### config.mk
export PLATFORM = sky130hd
export DESIGN_NAME = shift_seq_ctrl
export DESIGN_NICKNAME = d
export VERILOG_FILES = /design/src/rtl/shift_seq_ctrl.sv
export SDC_FILE = /design/constraint.sdc
export NUM_CORES = 1
export LEC_CHECK = 0
export BUFFER_PORTS_ARGS = -buffer_cell sky130_fd_sc_hd__buf_2
export CAP_MARGIN = 20
export CORE_MARGIN = 2
export CORE_UTILIZATION = 40
export CTS_CLUSTER_DIAMETER = 30
export DETAILED_ROUTE_END_ITERATION = 10
export HOLD_SLACK_MARGIN = 0.08
export PLACE_DENSITY = 0.67
export REMOVE_ABC_BUFFERS = 1
export SYNTH_ARGS = -nofsm -noshare
export SYNTH_HDL_FRONTEND = slang
export SYNTH_SLANG_ARGS = --single-unit
### constraint.sdc
create_clock -name clk -period 2.7 [get_ports clk]
set_input_delay 0.405 -clock clk [delete_from_list [all_inputs] [get_ports clk]]
set_output_delay 0.405 -clock clk [all_outputs]
set_load 0.01 [all_outputs]
### src/rtl/shift_seq_ctrl.sv
// rtl/shift_seq_ctrl.sv - command sequencer for an external zero-fill N-bit shift register
//
// Ports:
//   clk, rst_n            clock, asynchronous active-low reset
//   cmd_valid/cmd_ready   command handshake; ready only while idle
//   cmd_data/dir/amt      word to load, 0 = right / 1 = left, shift count (saturates at N)
//   abort                 cancels an in-flight command, no done pulse
//   sr_sel/sr_in          datapath select (00 hold, 01 load, 10 right, 11 left) and load word
//   sr_q                  datapath register output
//   busy/done/result      in-flight flag, one-cycle completion pulse, captured final word
module shift_seq_ctrl #(
  parameter int N     = 8,
  parameter int CNT_W = 4
) (
  input  logic             clk,
  input  logic             rst_n,
  input  logic             cmd_valid,
  output logic             cmd_ready,
  input  logic [N-1:0]     cmd_data,
  input  logic             cmd_dir,
  input  logic [CNT_W-1:0] cmd_amt,
  input  logic             abort,
  output logic [1:0]       sr_sel,
  output logic [N-1:0]     sr_in,
  input  logic [N-1:0]     sr_q,
  output logic             busy,
  output logic             done,
  output logic [N-1:0]     result
);

  localparam logic [1:0] S_IDLE  = 2'd0;
  localparam logic [1:0] S_LOAD  = 2'd1;
  localparam logic [1:0] S_SHIFT = 2'd2;
  localparam logic [1:0] S_DONE  = 2'd3;

  localparam logic [1:0] SEL_HOLD = 2'b00;
  localparam logic [1:0] SEL_LOAD = 2'b01;
  localparam logic [1:0] SEL_SHR  = 2'b10;
  localparam logic [1:0] SEL_SHL  = 2'b11;

  localparam logic [CNT_W-1:0] AMT_MAX = CNT_W'(N);
  localparam logic [CNT_W-1:0] CNT_ONE = CNT_W'(1);

  logic [1:0]       state_q, state_d;
  logic [CNT_W-1:0] cnt_q, cnt_d;
  logic             dir_q, dir_d;
  logic [1:0]       sel_q, sel_d;
  logic [N-1:0]     in_q, in_d;
  logic             busy_q, busy_d;
  logic             done_q, done_d;
  logic [N-1:0]     result_q, result_d;

  assign cmd_ready = (state_q == S_IDLE);
  assign sr_sel    = sel_q;
  assign sr_in     = in_q;
  assign busy      = busy_q;
  assign done      = done_q;
  assign result    = result_q;

  always_comb begin
    state_d  = state_q;
    cnt_d    = cnt_q;
    dir_d    = dir_q;
    in_d     = in_q;
    result_d = result_q;
    done_d   = 1'b0;

    case (state_q)
      S_IDLE: begin
        if (cmd_valid) begin
          state_d = S_LOAD;
          in_d    = cmd_data;
          dir_d   = cmd_dir;
          cnt_d   = (cmd_amt > AMT_MAX) ? AMT_MAX : cmd_amt;
        end
      end
      S_LOAD: begin
        state_d = (cnt_q == '0) ? S_DONE : S_SHIFT;
      end
      S_SHIFT: begin
        cnt_d = cnt_q - CNT_ONE;
        if (cnt_q == CNT_ONE) begin
          state_d = S_DONE;
        end
      end
      default: begin
        // sr_q already carries the final shifted word during this cycle.
        state_d  = S_IDLE;
        result_d = sr_q;
        done_d   = 1'b1;
      end
    endcase

    // Abort overrides everything above, including the DONE capture.
    if (abort && (state_q != S_IDLE)) begin
      state_d  = S_IDLE;
      result_d = result_q;
      done_d   = 1'b0;
    end

    // Datapath controls are registered from the next state so they line up
    // with the state they belong to.
    case (state_d)
      S_LOAD:  sel_d = SEL_LOAD;
      S_SHIFT: sel_d = dir_d ? SEL_SHL : SEL_SHR;
      default: sel_d = SEL_HOLD;
    endcase
    busy_d = (state_d != S_IDLE);
  end

  always_ff @(posedge clk or negedge rst_n) begin
    if (!rst_n) begin
      state_q  <= S_IDLE;
      cnt_q    <= '0;
      dir_q    <= 1'b0;
      sel_q    <= SEL_HOLD;
      in_q     <= '0;
      busy_q   <= 1'b0;
      done_q   <= 1'b0;
      result_q <= '0;
    end else begin
      state_q  <= state_d;
      cnt_q    <= cnt_d;
      dir_q    <= dir_d;
      sel_q    <= sel_d;
      in_q     <= in_d;
      busy_q   <= busy_d;
      done_q   <= done_d;
      result_q <= result_d;
    end
  end

endmodule

# Word level (Yosys, flattened, before mapping)
# Index checks and enable logic that the tools add are counted.
# totals
output_inout_bits	21
word_cells	42
reg_bits	27
# classes
addsub	1
reduce_logical	10
mux	14
bitwise_logic	2
n_lt_le_gt_ge	1
n_eq_ne	6
# op_table
operator	n
2-to-1 mux 4 bit	2
case mux 4 bit (2 select lines)	1
2-to-1 mux 1 bit	6
2-to-1 mux 2 bit	3
case mux 2 bit (3 select lines)	1
AND reduction 2 bit	3
nonzero test 2 bit	3
== test 2 x 1 -> 1 bit (second input constant)	2
== test 2 bit (second input constant)	2
== test 4 x 1 -> 1 bit (second input constant)	1
greater-than comparator 4 bit (second input constant)	1
logical NOT 4 bit	1
case mux 2 bit (2 select lines)	1
subtractor 4 x 1 -> 4 bit (second input constant)	1
OR reduction 3 bit	1
logical NOT 2 bit	1
!= test 2 bit (second input constant)	1
inverter 1 bit	2
logical AND 1 bit	1

# Longest topological paths before layout
# depth
ltp_word	6
depth_mapped	9
mapped_depth_nobuf	8

# Worst setup path after synthesis
# OpenSTA, ideal clock, no wires.
# synth_path
path_kind	register to register
from	reg state_q[0]
to	reg sel_q[0], in the netlist sr_sel[0]
path_stages_with_launch	9
path_slack_ps	612
n_path_buf	0
t_arrival_ps	1967
setup_ps	121
cell_sequence	dfrtp_1 inv_1 ha_1 inv_2 or3_1 a31o_1 ha_1 and2_0 a22o_1
# synth_between
elab_chain_len	5
word_cells_on_any_way	14
cone_classes	4 x eq/ne; 7 x mux; 3 x reduce/logical
# synth_lines
element	line_no	rtl
start, declared	44	logic [1:0] state_q, state_d;
start signal, assigned	122	state_q <= state_d;
== test 2 bit (tied with other cells)	68	case (state_q)
case mux 2 bit (3 select lines) / logical AND 1 bit (equally long branches)	68, 95	
2-to-1 mux 2 bit	95	if (abort && (state_q != S_IDLE)) begin
== test 2 bit / == test 2 x 1 -> 1 bit (equally long branches)	103	case (state_d)
case mux 2 bit (2 select lines) *	103	
net sel_d[0]	47	logic [1:0] sel_q, sel_d;
end signal, assigned	125	sel_q <= sel_d;
end, declared	47	
# The timed path passes the listed nets; every way through them passes the cells marked *.
# A chain may end at the register's enable or synchronous reset.

# Worst setup path in the final report
# Same ends and word-level chain as after synthesis.

==> flow_summary.ini <==
[run_status]
status = finished clean

[final_layout]
drive_gt1_share_pct = 48.3
n_antenna_cell = 0
finish.net_count = 185
postLayoutCellArea_um2 = 1580
area_delta_synth_final_pct = 22.8

[global_route]
grt-ovfl-total = 0
grt_pass1_wl_um = 4010
grt_max_degree = 28
grtUsageTotal_pct = 14.2
grt_pass1_vias = 954
antenna_found_initial = 0

[clock_network]
htree_levels = 1
clk_pin_slew_worst_paths_ns = 0.14
cts-buffers-inserted = 3
post_cts_resized = 0
cts_sinks = 27
cts_tree = built
insertion_delay_ns = 0.32
cts-root-buf = clkbuf_4
clk_path_buf_depth = 2
cts.hold.buffers_added = 0
postCtsSetupBuffers = 0

[route]
ant_nets = 0
via_per_inst = 4.92
post-route-drc-count = 0
post_drt_wl_per_cell_um = 12.4
drt_iter0_drc = 22
routed_wl_um = 2400
first_pass_iters = 4
num_vias = 949

[critical_path]
path_cells = inv_1 -> ha_1 -> inv_2 -> or3_1 -> a31o_1 -> ha_1 -> and2_0 -> a22o_1
cp_data_arrival_time_ns = 2.49
cpPeakStageDelay_ns = 0.44
crit_path_max_fanout = 7
end_kind = flop
crit_path_frequent_cell = ha_1
critPathTopFamily = adder cells
critPathBufInv = 2
cp_data_required_time_ns = 2.93
startpoint_type = flop
crit_type = flop to flop
slowest_stage = dfrtp_1

[sta]
fmax_ghz = 0.442
worst_slew_pin_slew_ns = 0.582
fin_crit_sh_pct = 83.7
setup-tns-final_ns = 0
rsz0062_at_grt = no
timing.hold.ws_ns = 0.0629
layout_min_cycle_time_ns = 2.26
slew_headroom_pct = 61.2
finalHoldViolCount = 0
slew_viol_final = 0
worst_slack_ns = 0.439
fin_skew_ns = 0.00363
setup_viol = 0

[placed_design]
gp_congestion = 0.745
io_buffers = 45
place_area_um2 = 1550
place_ws_ns = 0.451
dpl.hpwl_um = 1870

[synth]
avgSynthCellArea_um2 = 12.6
ys_types = 30
synthCells = 102
ys_ff_latch = 27
ys_warn_count = 0
synth_area_um2 = 1280
seq_area_frac_synth_pct = 52.6

[flow_run]
cap_violations = 0

[floorplanning]
die_y_um = 60.7
die_x_um = 60.7
start_util_pct = 42.1
core_area_um2 = 3050
pin_count = 46
rows = 20
dieArea_um2 = 3680

[power]
max-vdd-ir-drop_mv = 0.495
p_leak_nw = 0.797
total_power_mw = 1.74
p_per_area_nw_per_um2 = 1100

[hold_path]
hold_path_class = input port to asynchronous set/reset pin
-- flip-flops by register name (all words and copies together), names as in the netlist --
name and cells:
busy 1, result 8, dir_q 1, sr_in 8, state_q 2, sr_sel 2
done 1, cnt_q 4
-- metal layers --
metal,vias to the layer above,GRT usage (%),wire (um)
li1,448,-,-
met2,32,24.4,1170
met3,0,1.92,140
met1,469,19.0,1100
met4,0,3.73,0
met5,-,0,0
-- cells in the mapped netlist --
| cell | n | area, um^2 |
|---|---|---|
| dfrtp_1 | 27 | 676 |
| mux2_2 | 17 | 191 |
| ha_1 | 10 | 125 |
| inv_1 | 7 | 26.3 |
| nor2_1 | 5 | 18.8 |
| nor2b_1 | 4 | 25.0 |
| nand2_1 | 3 | 11.3 |
| a221oi_1 | 2 | 17.5 |
| a22o_1 | 2 | 17.5 |
| buf_4 | 2 | 15.0 |
| nand2_2 | 2 | 12.5 |
| o211ai_1 | 2 | 15.0 |
| o22ai_1 | 2 | 12.5 |
| a211oi_1 | 1 | 7.51 |
| a21oi_1 | 1 | 5.00 |
| a31o_1 | 1 | 8.76 |
| a31oi_1 | 1 | 6.26 |
| and2_0 | 1 | 6.26 |
| and4b_2 | 1 | 11.3 |
| inv_2 | 1 | 3.75 |
| nand2b_1 | 1 | 6.26 |
| nand2b_4 | 1 | 13.8 |
| nand3_1 | 1 | 5.00 |
| nand4b_1 | 1 | 8.76 |
| nor3_1 | 1 | 5.00 |
| nor3b_1 | 1 | 7.51 |
| o21ai_0 | 1 | 5.00 |
| o221ai_1 | 1 | 8.76 |
| or2_2 | 1 | 6.26 |
| or3_1 | 1 | 6.26 |
-- worst paths after layout --
path	slack, ns	cells past startpoint	startpoint	endpoint
worst max-delay path	0.44	8	state_q[0]	sr_sel[0]
worst min-delay path	0.06	1	rst_n	busy
worst max register to register	0.44	8	state_q[0]	sr_sel[0]
worst min register to register	0.52	1	result[7]	result[7]
max in group asynchronous	2.26	1	rst_n	state_q[0]
min in group clk	0.31	2	sr_q[7]	result[7]
-- metrics by stage --
step | util [%] | std cells
3_5_place_dp | 50.8 | 189
6_report | 51.7 | 193
2_1_floorplan | - | 100
5_1_grt | 51.7 | 193
4_1_cts | 51.7 | 193
3_3_place_gp | 50.8 | 189
-- power by group --
group	leakage (nW)	total, mW	switching, mW	internal (mW)
logic	0.454	0.848	0.429	0.419
registers	0.325	0.716	0.115	0.601
clock network	0.0177	0.171	0.116	0.0554
total	0.797	1.74	0.660	1.08
-- cells in the final DEF, fill, tap and decap left out, drive strengths merged, types with 3 or more instances in the layout --
cell type / Yosys / layout
dfrtp: 27 / 27
buf: 2 / 45
nand2: 5 / 5
nor2: 5 / 5
inv: 8 / 8
nor2b: 4 / 4
ha: 10 / 10
mux2: 17 / 17
clkbuf: 0 / 3
-- cells by family after synthesis --
family | synth area share (%)
buffers and inverters | 3.51
and+or+nand+nor | 11.2
adders and majority gates | 9.74
DFF | 52.6
muxes | 14.9
AOI/OAI and AO/OA | 8.08
-- area by class of cell --
type | count | area [um^2]
timing repair buffer | 45 | 225
sequential | 27 | 676
clock buffer | 3 | 22.5
fill | 285 | 1480
tap | 44 | 55.1
multi-input combinational | 65 | 564
clock inverter | 1 | 5.00
inverter | 8 | 30.0
Power figures use the tool's default switching activity.
